## config.mk

```make
export PLATFORM = sky130hd
export DESIGN_NAME = add_rs_bank
export DESIGN_NICKNAME = d
export VERILOG_FILES = /design/src/rtl/add_rs_bank.sv
export SDC_FILE = /design/constraint.sdc
export NUM_CORES = 1
export LEC_CHECK = 0
export ABC_AREA = 1
export CAP_MARGIN = 15
export CORE_ASPECT_RATIO = 0.9
export CORE_UTILIZATION = 45
export DETAILED_ROUTE_END_ITERATION = 12
export MAX_ROUTING_LAYER = met4
export PLACE_DENSITY_LB_ADDON = 0.1
export SETUP_SLACK_MARGIN = 0.05
export SLEW_MARGIN = 20
export SYNTH_ARGS = -nofsm -noshare
export SYNTH_HDL_FRONTEND = slang
export SYNTH_SLANG_ARGS = --single-unit
```

## constraint.sdc

```tcl
create_clock -name clk -period 1.9 [get_ports clk]
set_input_delay 0.285 -clock clk [delete_from_list [all_inputs] [get_ports clk]]
set_output_delay 0.285 -clock clk [all_outputs]
set_load 0.05 [all_outputs]
```

## src/rtl/add_rs_bank.sv

```systemverilog
// add_rs_bank: FP-adder reservation-station bank with CDB snoop, age-ordered dispatch and tag-based free.
// Optional ADD_RS_PERF_CNT_EN adds saturating full-stall and dispatch counters.
module add_rs_bank #(
    parameter int NUM_ENTRIES = 3,
    parameter int TAG_BASE    = 1,
    parameter int DATA_W      = 64,
    parameter int TAG_W       = 4
) (
    input  logic                   clk,
    input  logic                   rst_n,
    input  logic                   issue_valid,
    input  logic [5:0]             issue_opcode,
    input  logic [DATA_W-1:0]      issue_op_1,
    input  logic [DATA_W-1:0]      issue_op_2,
    input  logic [TAG_W-1:0]       issue_tag_1,
    input  logic [TAG_W-1:0]       issue_tag_2,
    output logic [TAG_W-1:0]       rs_tag,
    output logic                   rs_full,
    input  logic [TAG_W-1:0]       cdb_id,
    input  logic [DATA_W-1:0]      cdb_data,
    output logic                   fu_valid,
    input  logic                   fu_ready,
    output logic [TAG_W-1:0]       fu_tag,
    output logic [5:0]             fu_opcode,
    output logic [DATA_W-1:0]      fu_a,
    output logic [DATA_W-1:0]      fu_b,
    output logic [NUM_ENTRIES-1:0] busy
`ifdef ADD_RS_PERF_CNT_EN
    ,
    output logic [31:0]            perf_full_cycles,
    output logic [31:0]            perf_dispatches
`endif
);
    localparam int IW = NUM_ENTRIES > 1 ? $clog2(NUM_ENTRIES) : 1;
    logic [NUM_ENTRIES-1:0] busy_q, disp_q, ready, sel;
    logic [NUM_ENTRIES-1:0] older_q [NUM_ENTRIES];
    logic [5:0]             opc_q [NUM_ENTRIES];
    logic [DATA_W-1:0]      vj_q [NUM_ENTRIES];
    logic [DATA_W-1:0]      vk_q [NUM_ENTRIES];
    logic [TAG_W-1:0]       qj_q [NUM_ENTRIES];
    logic [TAG_W-1:0]       qk_q [NUM_ENTRIES];
    logic [IW-1:0]          alloc_idx;
    logic                   alloc, fire, byp_j, byp_k;
    assign busy    = busy_q;
    assign rs_full = &busy_q;
    assign alloc   = issue_valid & ~rs_full;
    assign fire    = fu_valid & fu_ready;
    // the register file clears its tag on this same edge, so a matching broadcast must be captured here
    assign byp_j   = issue_tag_1 != '0 && issue_tag_1 == cdb_id;
    assign byp_k   = issue_tag_2 != '0 && issue_tag_2 == cdb_id;
    always_comb begin
        alloc_idx = '0;
        for (int i = NUM_ENTRIES - 1; i >= 0; i--)
            if (!busy_q[i]) alloc_idx = IW'(i);
        rs_tag = rs_full ? '0 : TAG_W'(TAG_BASE) + TAG_W'(alloc_idx);
    end
    always_comb begin
        fu_tag    = '0;
        fu_opcode = '0;
        fu_a      = '0;
        fu_b      = '0;
        for (int i = 0; i < NUM_ENTRIES; i++)
            ready[i] = busy_q[i] & ~disp_q[i] & (qj_q[i] == '0) & (qk_q[i] == '0);
        // oldest ready entry: no ready entry allocated before it
        for (int i = 0; i < NUM_ENTRIES; i++)
            sel[i] = ready[i] & ~|(older_q[i] & ready);
        for (int i = 0; i < NUM_ENTRIES; i++)
            if (sel[i]) begin
                fu_tag    = TAG_W'(TAG_BASE + i);
                fu_opcode = opc_q[i];
                fu_a      = vj_q[i];
                fu_b      = vk_q[i];
            end
        fu_valid = |ready;
    end
    always_ff @(posedge clk or negedge rst_n) begin
        if (!rst_n) begin
            busy_q <= '0;
            disp_q <= '0;
            for (int i = 0; i < NUM_ENTRIES; i++) begin
                older_q[i] <= '0;
                opc_q[i]   <= '0;
                vj_q[i]    <= '0;
                vk_q[i]    <= '0;
                qj_q[i]    <= '0;
                qk_q[i]    <= '0;
            end
        end else begin
            for (int i = 0; i < NUM_ENTRIES; i++) begin
                if (alloc && alloc_idx == IW'(i)) begin
                    busy_q[i]  <= 1'b1;
                    disp_q[i]  <= 1'b0;
                    opc_q[i]   <= issue_opcode;
                    vj_q[i]    <= byp_j ? cdb_data : issue_op_1;
                    qj_q[i]    <= byp_j ? '0 : issue_tag_1;
                    vk_q[i]    <= byp_k ? cdb_data : issue_op_2;
                    qk_q[i]    <= byp_k ? '0 : issue_tag_2;
                    older_q[i] <= busy_q;
                end else begin
                    if (busy_q[i] && cdb_id != '0 && qj_q[i] == cdb_id) begin
                        vj_q[i] <= cdb_data;
                        qj_q[i] <= '0;
                    end
                    if (busy_q[i] && cdb_id != '0 && qk_q[i] == cdb_id) begin
                        vk_q[i] <= cdb_data;
                        qk_q[i] <= '0;
                    end
                    if (fire && sel[i]) disp_q[i] <= 1'b1;
                    if (busy_q[i] && cdb_id == TAG_W'(TAG_BASE + i)) begin
                        busy_q[i] <= 1'b0;
                        disp_q[i] <= 1'b0;
                    end
                    if (alloc) older_q[i][alloc_idx] <= 1'b0;
                end
            end
        end
    end
`ifdef ADD_RS_PERF_CNT_EN
    always_ff @(posedge clk or negedge rst_n) begin
        if (!rst_n) begin
            perf_full_cycles <= '0;
            perf_dispatches  <= '0;
        end else begin
            if (issue_valid && rs_full && perf_full_cycles != '1) perf_full_cycles <= perf_full_cycles + 32'd1;
            if (fire && perf_dispatches != '1) perf_dispatches <= perf_dispatches + 32'd1;
        end
    end
`endif
endmodule

```

==> summary.txt <==
Synthesis
  – Synth Area per Inst: a little under 7 um^2
  – Area leader, netlist: sky130_fd_sc_hd__dfrtp_1
  – Gate Count Post-Synth: 3937
  – Part of the Yosys area used for sequential elements: 0.410
  – Number of flops mapped to enable cells by yosys: 0
  – Top post-synthesis cells by count: 1188 x sky130_fd_sc_hd__nand3_1, 595 x sky130_fd_sc_hd__nand2_1, 569 x sky130_fd_sc_hd__nor2_1
  – Fraction of synthesis flops using an asynchronous set or reset pin: 1.00
  – Main flop type after synthesis: sky130_fd_sc_hd__dfrtp_1
  – Share of the synthesized area in the top cell type: 0.410
  – Count of distinct cell types in the synthesized netlist: 31
  – Most repeated cell in the gate-level netlist after synthesis: sky130_fd_sc_hd__nand3_1
  – YS warnings: 0
  – FF+latch count, synth: 441
  – Main area contributors after synthesis: sky130_fd_sc_hd__dfrtp_1 41%, sky130_fd_sc_hd__nand3_1 22%, sky130_fd_sc_hd__nand2_1 8.3%
  – Post-synthesis cell area: 26900 um^2

Final layout
  – Fill cell instance count of the final layout: between 4000 and 5000
  – Count of non-filler cells in the finished layout: 5200
  – Final net count: between 4000 and 5000
  – Footprint of the flip-flops and latches: ~11000 um^2
  – Area growth from synthesis to layout: 48.4%
  – Total area of multi-input combinational cells: 16100 um^2
  – Layout cells sized above 1: 0.247

Die
  – Overall die height: between 200 and 250 um
  – Number of core rows: 84
  – Effective utilization at floorplan: 0.458
  – Number of primary I/O pins: 361
  – Placeable core region: 58800 um^2
  – Chip width: 260 um
  – Floorplan die area: 60800 um^2

Pwr
  – IR drop worst, VDD: 1.16 mV
  – Leakage: 18.1 nW
  – Power density cells: 1610 nW/um^2

STA
  – Final critical path time including I/O delays and setup: 2920 ps
  – Unrepaired setup endpoints after global routing: true
  – Fin. Hold Viols: 0
  – Actual slew at the worst max-slew pin: 734 ps
  – Final critical-path share of the clock period: 1.54
  – Number of slew-limit violations in the final report: 0
  – Setup violation total in the final timing report: 144
  – Setup clock skew after layout: 16.7 ps
  – Worst max-slew margin expressed relative to the limit: 0.506
  – Setup slack after layout: -1020 ps
  – Top achievable clock speed: 342 MHz

Min path
  – Class of the worst hold path: in -> async

Critical path
  – Most frequent CP cell: sky130_fd_sc_hd__nor2_1
  – Crit path max fanout: 8
  – CP cell instances: nor2_2, nand2_2, nor3_4, nand3_4, buf_12, buf_16, clkbuf_16, nor2_1, nor2_1, a21oi_4, buf_6
  – Required time of the critical path: approximately 1600 ps
  – Critical path class: reg -> out
  – Slowest cell on the critical path: sky130_fd_sc_hd__dfrtp_1
  – Critical path capture point type: output pin
  – Largest incremental delay on the critical path: 410 ps
  – Crit path DAT: approximately 2600 ps
  – Worst Setup Start Kind: flip-flop

CTS
  – Clock tree root buffer cell: sky130_fd_sc_hd__clkbuf_16
  – H-Tree Level Count: 2
  – CTS Buffer Depth: 3
  – Sinks on Clock Net: around 440
  – CTS tree: built
  – Clock-pin slew reported for the worst setup and hold paths after clock tree synthesis: about 60 ps
  – Total clock buffers created by CTS: ~50
  – Clock latency of the later-clocked register in the worst-skew pair: 600 ps

Placement
  – Routability-driven placement congestion ratio: 0.935
  – Post-placement setup slack: -544 ps
  – Dpl hpwl: 78600 um
  – Count of input and output buffers: ~360
  – Number of cells after detailed placement: 5072

Flow run
  – Reported max-cap violation count: 0

Global routing
  – Number of antenna violations at the first check in global routing: 1
  – Largest net degree at the start of global routing: 69
  – Vias in the first global route: 30700
  – Wire length of the first global-routing pass: 182000 um
  – Residual overflow from global routing: 0
  – Overall routing resource usage: 0.401

Outcome
  – Outcome: finished, violations left
  – Violated checks: setup timing

Routing
  – Number of remaining DRC errors: 0
  – Number of antenna-violating nets in the routed design: 0
  – Total length of routed wires: 122000 um
  – Post-DR wirelength/cell: 23.4 um
  – First DRT Iteration DRCs: about 4300
  – Total number of vias: 31700
  – Vias per std cell: 6.10
  – First-pass iteration count of the detailed router: 6
[through the flow]
stage | power [mW] | TNS (ps) | hold WS [ps] | util | area (um^2)
after global placement | 48.2 | -214440 | 235 | 0.605 | 35500
after CTS | 61.4 | -129650 | 195 | 0.656 | 38500
after floorplan | 35.9 | -43070 | -10.6 | - | 28600
after detailed placement | 48.6 | -225350 | 232 | 0.605 | 35500
final | 64.2 | -131490 | 212 | 0.680 | 39900
after global routing | 66.8 | -152340 | 230 | 0.680 | 39900
[kinds of logic after synthesis]
kind of cell,Yosys count,share of synthesized area
xor+xnor,21,0.00684
other cells,1,0.000139
buf+inv,653,0.101
simple gates,2568,0.434
flops,441,0.410
compound gates,252,0.0475
mux,1,0.000418
[what timing repair did]
action,in CTS,in global routing
buffers inserted,13,6
resized for setup,266,278
pin swaps,41,56
setup endpoints to repair,140,435
gates cloned,7,14
hold buffers,1,0
hold endpoints to repair,113,0
[per-layer routing]
metal  up-vias  routed length [um]  global-route usage
met5         -                   0                   -
met4         0                5460               0.172
met3       417               14500              0.0860
met2      2164               53500               0.594
met1     15100               48100               0.528
li1      14100                   -                   -
[state kept, by name, summed over array words and instances, names as in the netlist]
name     count
vj_q       192
vk_q       192
opc_q       18
qj_q        12
qk_q        12
older_q      9
busy         3
disp_q       3
[where the power goes]
part           switching, mW  total (mW)  internal [mW]  leakage, nW
Clock                   4.22        10.7           6.44        0.864
Sequential              2.85        16.6           13.7         5.51
Combinational           22.5        36.9           14.4         11.7
[critical path, delay by kind of cell, from the launching register on]
kind	cells	cell delay, ps
AOI/OAI and AO/OA	1	160
buffers and inverters	4	710
DFF	1	410
and+or+nand+nor	6	730
[final timing paths]
check	start	to	slack (ps)	cells after the start
worst max-delay path	qk_q[6]	fu_a[36]	-1020	11
worst min-delay path	rst_n	opc_q[4]	210	2
worst max register to register	busy[0]	vj_q[16]	-30	10
worst min register to register	opc_q[15]	opc_q[15]	490	2
max in group asynchronous	rst_n	vk_q[99]	910	3
min in group clk	issue_opcode[5]	opc_q[17]	300	3
[layout by cell type (no fill, tap or decap), types with 4 or more instances in the layout]
| cell type | n |
|---|---|
| sky130_fd_sc_hd__xnor2_1 | 8 |
| sky130_fd_sc_hd__o21ai_0 | 84 |
| sky130_fd_sc_hd__nand2_4 | 7 |
| sky130_fd_sc_hd__o22ai_1 | 7 |
| sky130_fd_sc_hd__nand3_1 | 1110 |
| sky130_fd_sc_hd__xor2_1 | 12 |
| sky130_fd_sc_hd__buf_6 | 135 |
| sky130_fd_sc_hd__a21oi_1 | 4 |
| sky130_fd_sc_hd__clkbuf_8 | 13 |
| sky130_fd_sc_hd__buf_4 | 221 |
| sky130_fd_sc_hd__o21ai_1 | 20 |
| sky130_fd_sc_hd__bufinv_16 | 9 |
| sky130_fd_sc_hd__dfrtp_2 | 4 |
| sky130_fd_sc_hd__a21oi_4 | 135 |
| sky130_fd_sc_hd__clkinv_2 | 8 |
| sky130_fd_sc_hd__clkbuf_1 | 7 |
| sky130_fd_sc_hd__nand4_1 | 194 |
| sky130_fd_sc_hd__nand3_4 | 25 |
| sky130_fd_sc_hd__buf_8 | 21 |
| sky130_fd_sc_hd__buf_12 | 126 |
| sky130_fd_sc_hd__nand3_2 | 55 |
| sky130_fd_sc_hd__nand2_2 | 7 |
| sky130_fd_sc_hd__inv_1 | 293 |
| sky130_fd_sc_hd__nor2_4 | 41 |
| sky130_fd_sc_hd__conb_1 | 4 |
| sky130_fd_sc_hd__inv_2 | 9 |
| sky130_fd_sc_hd__nand2_1 | 582 |
| sky130_fd_sc_hd__dfrtp_1 | 437 |
| sky130_fd_sc_hd__nor3_2 | 6 |
| sky130_fd_sc_hd__nor2_1 | 348 |
| sky130_fd_sc_hd__buf_16 | 14 |
| sky130_fd_sc_hd__clkdlybuf4s50_1 | 212 |
| sky130_fd_sc_hd__clkbuf_16 | 62 |
| sky130_fd_sc_hd__nor2_2 | 186 |
| sky130_fd_sc_hd__nor3_1 | 4 |
[layout make-up]
cell class / count / share of cell area
Multi-Input combinational cell: 2846 / 0.404
Inverter: 307 / 0.0296
Timing Repair inverter: 1 / 0.000407
Antenna cell: 1 / 0.0000627
Sequential cell: 441 / 0.276
Timing Repair Buffer: 743 / 0.222
Tap cell: 774 / 0.0242
Clock buffer: 69 / 0.0358
Clock inverter: 18 / 0.00796
Note: power is estimated with default switching activity, not from simulation.
